--- config.mk ---
export PLATFORM = sky130hd
export DESIGN_NAME = dmem_access_unit
export DESIGN_NICKNAME = d
export VERILOG_FILES = /design/src/rtl/rv_mem_pkg.sv /design/src/rtl/load_extend.sv /design/src/rtl/dmem_access_unit.sv
export SDC_FILE = /design/constraint.sdc
export NUM_CORES = 1
export LEC_CHECK = 0
export CAP_MARGIN = 20
export CELL_PAD_IN_SITES_DETAIL_PLACEMENT = 0
export CELL_PAD_IN_SITES_GLOBAL_PLACEMENT = 2
export CORE_UTILIZATION = 38
export DETAILED_ROUTE_END_ITERATION = 6
export DONT_BUFFER_PORTS = 1
export PLACE_DENSITY = 0.88
export RECOVER_POWER = 25
export SLEW_MARGIN = 20
export SYNTH_ARGS = -nofsm -noshare
export SYNTH_HDL_FRONTEND = slang
export SYNTH_SLANG_ARGS = --single-unit
--- constraint.sdc ---
create_clock -name clk -period 2.65 [get_ports clk]
set_clock_uncertainty 0.05 [all_clocks]
set_input_delay 0.6625 -clock clk [delete_from_list [all_inputs] [get_ports clk]]
set_output_delay 0.6625 -clock clk [all_outputs]
set_load 0.1 [all_outputs]
--- src/rtl/rv_mem_pkg.sv ---
// Shared data-memory access definitions: funct3 size codes, MEM FSM states,
// and the size/alignment helpers used by the access unit.
package rv_mem_pkg;

  localparam logic [2:0] F3_B   = 3'd0;
  localparam logic [2:0] F3_H   = 3'd1;
  localparam logic [2:0] F3_W   = 3'd2;
  localparam logic [2:0] F3_D   = 3'd3;
  localparam logic [2:0] F3_BU  = 3'd4;
  localparam logic [2:0] F3_HU  = 3'd5;
  localparam logic [2:0] F3_WU  = 3'd6;
  localparam logic [2:0] F3_BAD = 3'd7;

  typedef enum logic [2:0] {
    S_IDLE,
    S_REQ,
    S_WAIT,
    S_DONE,
    S_DROP
  } state_t;

  function automatic logic [7:0] size_mask(
    input logic [2:0] f3
  );
    logic [7:0] m;
    m = 8'h00;
    case (f3)
      F3_B, F3_BU: m = 8'h01;
      F3_H, F3_HU: m = 8'h03;
      F3_W, F3_WU: m = 8'h0F;
      F3_D:        m = 8'hFF;
      default:     m = 8'h00;
    endcase
    return m;
  endfunction

  function automatic logic misaligned(
    input logic [2:0] f3,
    input logic [2:0] off
  );
    logic r;
    r = 1'b0;
    case (f3)
      F3_H, F3_HU: r = off[0];
      F3_W, F3_WU: r = |off[1:0];
      F3_D:        r = |off;
      F3_BAD:      r = 1'b1;
      default:     r = 1'b0;
    endcase
    return r;
  endfunction

endpackage

--- src/rtl/load_extend.sv ---
// Byte-lane shift of aligned read data plus sign/zero extension by size.
module load_extend
  import rv_mem_pkg::*;
#(
  parameter int XLEN = 64
) (
  input  logic [XLEN-1:0] rdata,
  input  logic [2:0]      funct3,
  input  logic [2:0]      off,
  output logic [XLEN-1:0] data
);

  logic [XLEN-1:0] sh;

  assign sh = rdata >> {off, 3'b000};

  always_comb begin
    data = sh;
    case (funct3)
      F3_B:  data = {{(XLEN-8){sh[7]}}, sh[7:0]};
      F3_H:  data = {{(XLEN-16){sh[15]}}, sh[15:0]};
      F3_W:  data = {{(XLEN-32){sh[31]}}, sh[31:0]};
      F3_BU: data = {{(XLEN-8){1'b0}}, sh[7:0]};
      F3_HU: data = {{(XLEN-16){1'b0}}, sh[15:0]};
      F3_WU: data = {{(XLEN-32){1'b0}}, sh[31:0]};
      default: data = sh;
    endcase
  end

endmodule

--- src/rtl/dmem_access_unit.sv ---
// MEM-stage data-bus initiator: aligns, issues a valid/ready request,
// waits for the response and returns extended load data with a done pulse.
module dmem_access_unit
  import rv_mem_pkg::*;
#(
  parameter int RESP_TIMEOUT = 255,
  parameter int XLEN         = 64
) (
  input  logic            clk,
  input  logic            rst,
  input  logic            in_valid,
  input  logic            memr,
  input  logic            memw,
  input  logic [2:0]      funct3,
  input  logic [XLEN-1:0] addr,
  input  logic [XLEN-1:0] store_data,
  input  logic            flush,
  output logic            req_valid,
  input  logic            req_ready,
  output logic            req_we,
  output logic [XLEN-1:0] req_addr,
  output logic [XLEN-1:0] req_wdata,
  output logic [7:0]      req_wstrb,
  input  logic            resp_valid,
  input  logic [XLEN-1:0] resp_rdata,
  output logic [XLEN-1:0] dmem_data,
  output logic            done,
  output logic            stall,
  output logic            misalign_err,
  output logic            bus_err
);

  state_t          state;
  state_t          nxt;
  logic            access;
  logic            mis;
  logic            tmo;
  logic            we_q;
  logic [XLEN-1:0] addr_q;
  logic [XLEN-1:0] wdata_q;
  logic [2:0]      f3_q;
  logic [7:0]      strb_q;
  logic [15:0]     cnt;
  logic            done_q;
  logic            mis_q;
  logic            bus_q;
  logic [XLEN-1:0] data_q;
  logic [XLEN-1:0] ext;

  assign access = in_valid & (memr | memw) & ~flush;
  assign mis    = misaligned(funct3, addr[2:0]);
  assign tmo    = (cnt == 16'(RESP_TIMEOUT - 1));

  load_extend #(
    .XLEN(XLEN)
  ) u_ext (
    .rdata (resp_rdata),
    .funct3(f3_q),
    .off   (addr_q[2:0]),
    .data  (ext)
  );

  always_ff @(posedge clk or negedge rst) begin
    if (!rst) state <= S_IDLE;
    else      state <= nxt;
  end

  always_comb begin
    nxt = state;
    unique case (state)
      S_IDLE: begin
        if (access) nxt = mis ? S_DONE : S_REQ;
      end
      S_REQ: begin
        if (flush && req_ready) nxt = S_DROP;
        else if (flush)         nxt = S_IDLE;
        else if (req_ready)     nxt = S_WAIT;
      end
      S_WAIT: begin
        // a response landing with the flush is consumed here
        if (flush)           nxt = (resp_valid || tmo) ? S_IDLE : S_DROP;
        else if (resp_valid) nxt = S_DONE;
        else if (tmo)        nxt = S_DONE;
      end
      S_DROP: begin
        if (resp_valid || tmo) nxt = S_IDLE;
      end
      S_DONE:  nxt = S_IDLE;
      default: nxt = S_IDLE;
    endcase
  end

  always_comb begin
    req_valid = 1'b0;
    stall     = 1'b0;
    unique case (state)
      S_IDLE:  stall = access;
      S_REQ: begin
        req_valid = 1'b1;
        stall     = 1'b1;
      end
      S_WAIT:  stall = 1'b1;
      S_DROP:  stall = 1'b1;
      S_DONE:  stall = 1'b0;
      default: stall = 1'b0;
    endcase
  end

  always_ff @(posedge clk or negedge rst) begin
    if (!rst) begin
      we_q    <= 1'b0;
      addr_q  <= '0;
      wdata_q <= '0;
      f3_q    <= 3'd0;
      strb_q  <= 8'h00;
    end else if (state == S_IDLE && access && !mis) begin
      we_q    <= memw & ~memr;
      addr_q  <= addr;
      wdata_q <= store_data << {addr[2:0], 3'b000};
      f3_q    <= funct3;
      strb_q  <= (memw & ~memr) ?
                 8'(size_mask(funct3) << addr[2:0]) : 8'h00;
    end
  end

  always_ff @(posedge clk or negedge rst) begin
    if (!rst) begin
      cnt <= 16'd0;
    end else if (state == S_REQ) begin
      cnt <= 16'd0;
    end else if (state == S_WAIT || state == S_DROP) begin
      cnt <= cnt + 16'd1;
    end
  end

  always_ff @(posedge clk or negedge rst) begin
    if (!rst) begin
      done_q <= 1'b0;
      mis_q  <= 1'b0;
      bus_q  <= 1'b0;
      data_q <= '0;
    end else begin
      done_q <= (nxt == S_DONE);
      mis_q  <= (state == S_IDLE) && access && mis;
      bus_q  <= (state == S_WAIT) && !flush &&
                !resp_valid && tmo;
      if (nxt == S_DONE) begin
        data_q <= (state == S_WAIT && resp_valid && !we_q) ?
                  ext : '0;
      end
    end
  end

  assign req_we       = we_q;
  assign req_addr     = {addr_q[XLEN-1:3], 3'b000};
  assign req_wdata    = wdata_q;
  assign req_wstrb    = strb_q;
  assign dmem_data    = data_q;
  assign done         = done_q;
  assign misalign_err = mis_q;
  assign bus_err      = bus_q;

endmodule
Yosys cells after proc, flatten, opt, wreduce, memory -nomap -nowiden:

Index checks and enable logic that the tools add are counted.

* register bits: 226
* input port bits: 203
* logic and storage cells: 84

* add/sub/neg operators: 1
* eq/ne operators: 17
* shift operators: 3
* mux-type cells: 21
* bitwise logic cells: 6
* reductions and logical operators: 25

Operators by type and width (number)
* one-hot mux 64 bit (6 select lines): 1
* two-way mux 64 bit: 1
* left shift 64 x 6 -> 64 bit: 1
* right shift 64 x 6 -> 64 bit: 1
* two-way mux 16 bit: 2
* one-hot mux 8 bit (4 select lines): 1
* two-way mux 3 bit: 9
* == test 3 bit, second input constant: 8
* adder 16 x 1 -> 16 bit, second input constant: 1
* == test 16 x 8 -> 1 bit, second input constant: 1
* two-way mux 8 bit: 2
* == test 3 x 2 -> 1 bit, second input constant: 5
* one-hot mux 3 bit (4 select lines): 1
* == test 3 x 1 -> 1 bit, second input constant: 3
* logical AND 1 bit: 9
* zero test 3 bit: 3
* OR reduction 2 bit: 4
* left shift 8 x 3 -> 8 bit: 1
* OR reduction 3 bit: 2
* zero test 1 bit: 4
* one-hot mux 1 bit (4 select lines): 1
* AND 1 bit: 3
* logical OR 1 bit: 2
* two-way mux 2 bit: 1
* other kinds (5): 6

Longest topological paths before layout:

* word-level depth: 8
* gate-level depth with buffers: 9

Cells and area by module:

Synthesis repeated with hierarchy kept, for this count alone.

* cells, all modules: 1354
* area, all modules: 13745.7 um2

By module, submodules not included
* dmem_access_unit: times used 1, cells each 1061, area an instance 11407.2 um2
* load_extend: times used 1, cells each 293, area an instance 2338.5 um2

Least setup slack after synthesis:

Ideal clock, no wire load.

* kind: input port to output port
* from: in flush
* to: out stall
* arrival time: 2.451 ns
* slack: -0.514 ns
* cell stages on the path: 3
* buffers on the path: 0
* cell sequence: nor2_1 > o211ai_1 > a21oi_1

* cells in the longest elaborated chain, start to end: 3

Ends and longest elaborated chain
* start: declaration: RTL line dmem_access_unit.sv:17 `input logic flush,`
* inverter 1 bit: RTL line dmem_access_unit.sv:50 `assign access = in_valid & (memr | memw) & ~flush;`
* AND 1 bit: RTL line dmem_access_unit.sv:50
* one-hot mux 1 bit (2 select lines): RTL line dmem_access_unit.sv:96 `unique case (state)`
* end: declaration: RTL line dmem_access_unit.sv:28 `output logic stall,`

Every way passes these cells.

Worst setup path in the final report:

* from: reg state[2]
* to: out stall

* cells in the longest elaborated chain, start to end: 3

Ends and longest elaborated chain
* start: declaration: RTL line dmem_access_unit.sv:33 `state_t state;`
* start signal: assignment: RTL line dmem_access_unit.sv:65 `else state <= nxt;`
* == test 3 x 1 -> 1 bit (tied with other cells): RTL line dmem_access_unit.sv:96
* OR reduction 3 bit (no source line)
* one-hot mux 1 bit (2 select lines) (*): RTL line dmem_access_unit.sv:96

Mark *: on every way between the ends. The rest lies on a longest branch, timed or not.

==> results.json <==
{
  "status": "finished with violations",
  "violations": "negative hold slack",
  "yosysWarnings": 0,
  "grt-ovfl-total": 0,
  "ant_nets": 0,
  "gp_congestion": 0.933,
  "grt_pass1_vias": 10419,
  "crit_type": "reg2out",
  "nets": 1646,
  "fin_hold_ws_ns": -0.233,
  "seq_area_frac_synth_pct": 43.5,
  "fp.dieH_um": 187,
  "antenna_found_initial": 0,
  "grt_max_degree": 227,
  "h-tree-depth": 1,
  "wire_per_inst_um": 21.4,
  "worst_setup_path_end_kind": "output pin",
  "finalCriticalPeriod_ns": 2.55,
  "postSynthCellCount": 1386,
  "drt-initial-drc-count": 783,
  "cts_made_buffers": 28,
  "die-area_um2": 34900,
  "setup_viol": 0,
  "fin_tns_setup_ns": 0,
  "drv_slew": 0,
  "antennaDiodeCount": 0,
  "max_freq_mhz": 391,
  "slew_headroom_pct": 34.6,
  "drc": 0,
  "clock_sinks": 226,
  "synth_area_leaders": "dfrtp_1, nand2_1, mux4_2, mux2i_1, mux2_2",
  "io_buffers": 0,
  "layout_common_cells": "nand2_1, dfrtp_1, buf_4",
  "cp.required_ns": 1.94,
  "synth_cell_types": 60,
  "num_rows": 67,
  "cts_setup_buffers": 0,
  "startpoint_type": "flip-flop",
  "die_w_um": 187,
  "routed_wl_mm": 40.8,
  "num_vias": 10657,
  "r2r_cells": 7,
  "register_area_um2": 5660,
  "synthArstFlopShare_pct": 100,
  "grt_pass1_wl_mm": 62.8,
  "syn_area_um2": 13000,
  "maxCapViolCount": 0,
  "max_slew.worst_pin.slew_ns": 0.980,
  "synth_top_area_share_pct": 43.5,
  "initial_core_util_pct": 38.7,
  "rsz0062_at_grt": "false",
  "clkTransAtPathRegs_ns": 0.06,
  "insertion_delay_ns": 0.54,
  "cp_max_fo": 11,
  "avgSynthCellArea_um2": 9.37,
  "hold_viol": 226,
  "core_um2": 33600,
  "multiInputGateArea_um2": 6360,
  "synthFlopType": "dfrtp_1",
  "fillCellCount": 3309,
  "synth-seq-cells": 226,
  "area_growth_syn_to_layout_pct": 17.0,
  "hold_path_class": "in2async",
  "drt-pass1-iter-count": 5,
  "dp_hpwl_mm": 29.6,
  "synth_top_area_cell": "dfrtp_1",
  "vias_per_cell": 5.59,
  "drive_gt1_share_pct": 23.8,
  "cts_tree": "built",
  "final_common_cell": "nand2_1",
  "layout_worst_path_cycle_share_pct": 96.4,
  "cts-root-buf": "clkbuf_16",
  "critPathArrivalTime_ns": 1.84,
  "synth_edf_count": 0,
  "grt_usage_pct": 22.8,
  "clock_path_buffers": 3,
  "io_pins": 409
}
critical path, stage by stage (launching register included):
cell	delay, ns
dfrtp_1	0.53
nor2_4	0.22
o211ai_1	0.13
a21oi_2	0.13
buf_4	0.29
cell type report:
type	count	share of cell area [%]
clock buffers	37	5.04
flip-flops and latches	226	37.2
multi-input cells	968	41.9
clock inverters	12	1.05
inverters	13	0.321
well taps	448	3.69
repair buffers	204	10.8
per-stage QoR:
stage / cells / worst slack (ns) / area [um2] / util, % / hold WS (ns)
floorplan: 1388 / 0.0202 / 13000 / - / 0.317
global placement: 1859 / 0.208 / 14300 / 42.4 / 0.323
detailed placement: 1859 / 0.179 / 14300 / 42.4 / 0.322
CTS: 1908 / 0.0262 / 15200 / 45.2 / -0.254
global route: 1908 / 0.00122 / 15200 / 45.2 / -0.263
finish: 1908 / 0.0953 / 15200 / 45.2 / -0.233
metal layers:
metal / vias up / GRT usage (%) / share of wire, % / wire [um]
li1: 4947 / - / - / -
met1: 5171 / 28.6 / 39 / 16000
met2: 477 / 38.3 / 48 / 19700
met3: 62 / 7.28 / 10 / 4240
met4: 0 / 4.82 / 2.0 / 826
met5: - / 0 / 0 / 0
cells by family (layout without fill, tap and decap cells):
kind of cell	after synthesis	in the layout	share of synthesized area (%)
other	1	3	0.0289
AOI/OAI and AO/OA	289	289	15.8
muxes	149	149	14.9
DFF	226	226	43.5
adders and majority gates	2	2	0.193
and+or+nand+nor	511	511	16.7
xor gates and xnor gates	14	14	0.944
buffers and inverters	194	266	7.92
path summary, 6_finish.rpt:
| path | slack [ns] | to | startpoint |
|---|---|---|---|
| worst max register to register | 0.20 | dmem_data[56]$_DFFE_PN0N_ | addr_q[1]$_DFFE_PN0P_ |
| max in group asynchronous | 2.32 | req_wstrb[2]$_DFFE_PN0P_ | rst |
| min in group clk | 0.14 | bus_err$_DFF_PN0_ | resp_valid |
| worst max-delay path | 0.1 | stall | state[2]$_DFF_PN0_ |
| worst min-delay path | -0.23 | dmem_data[62]$_DFFE_PN0N_ | rst |
| worst min register to register | 0.42 | req_wdata[2]$_DFFE_PN0P_ | req_wdata[2]$_DFFE_PN0P_ |
state kept, by name (all words and copies together), names as in the netlist, 3 cells and up:
signal / flops
req_wdata: 64
f3_q: 3
state: 3
req_wstrb: 8
cnt: 16
dmem_data: 64
addr_q: 64
what timing repair did:
action                                  4_1_cts  5_1_grt
pin swaps                                     0        0
endpoints found under the setup margin        2        2
hold endpoints to repair                    226      226
cloned                                        0        0
gates resized for setup                       2        2
synth_stat cells (all sizes together), types with 3 or more instances:
cell type and number:
nand2 353, dfrtp 226, buf 106, clkbuf 75, o21ai 75, mux2i 65, mux2 54, nor2 52
a21oi 40, a32o 34, o31ai 34, nand3 33, mux4 30, o2bb2ai 27, a22o 21, a211oi 20
nor2b 17, inv 12, nand2b 12, o21a 10, nor3 8, o221ai 8, xnor2 8, nand4 7
xor2 6, nor4b 5, and2 4, or2 4, and3 3, nor4 3, o211ai 3, or3 3
Power is left out: the tool's default activity adds up to more than one toggle a clock period on the data nets, which glitch-free logic cannot reach.
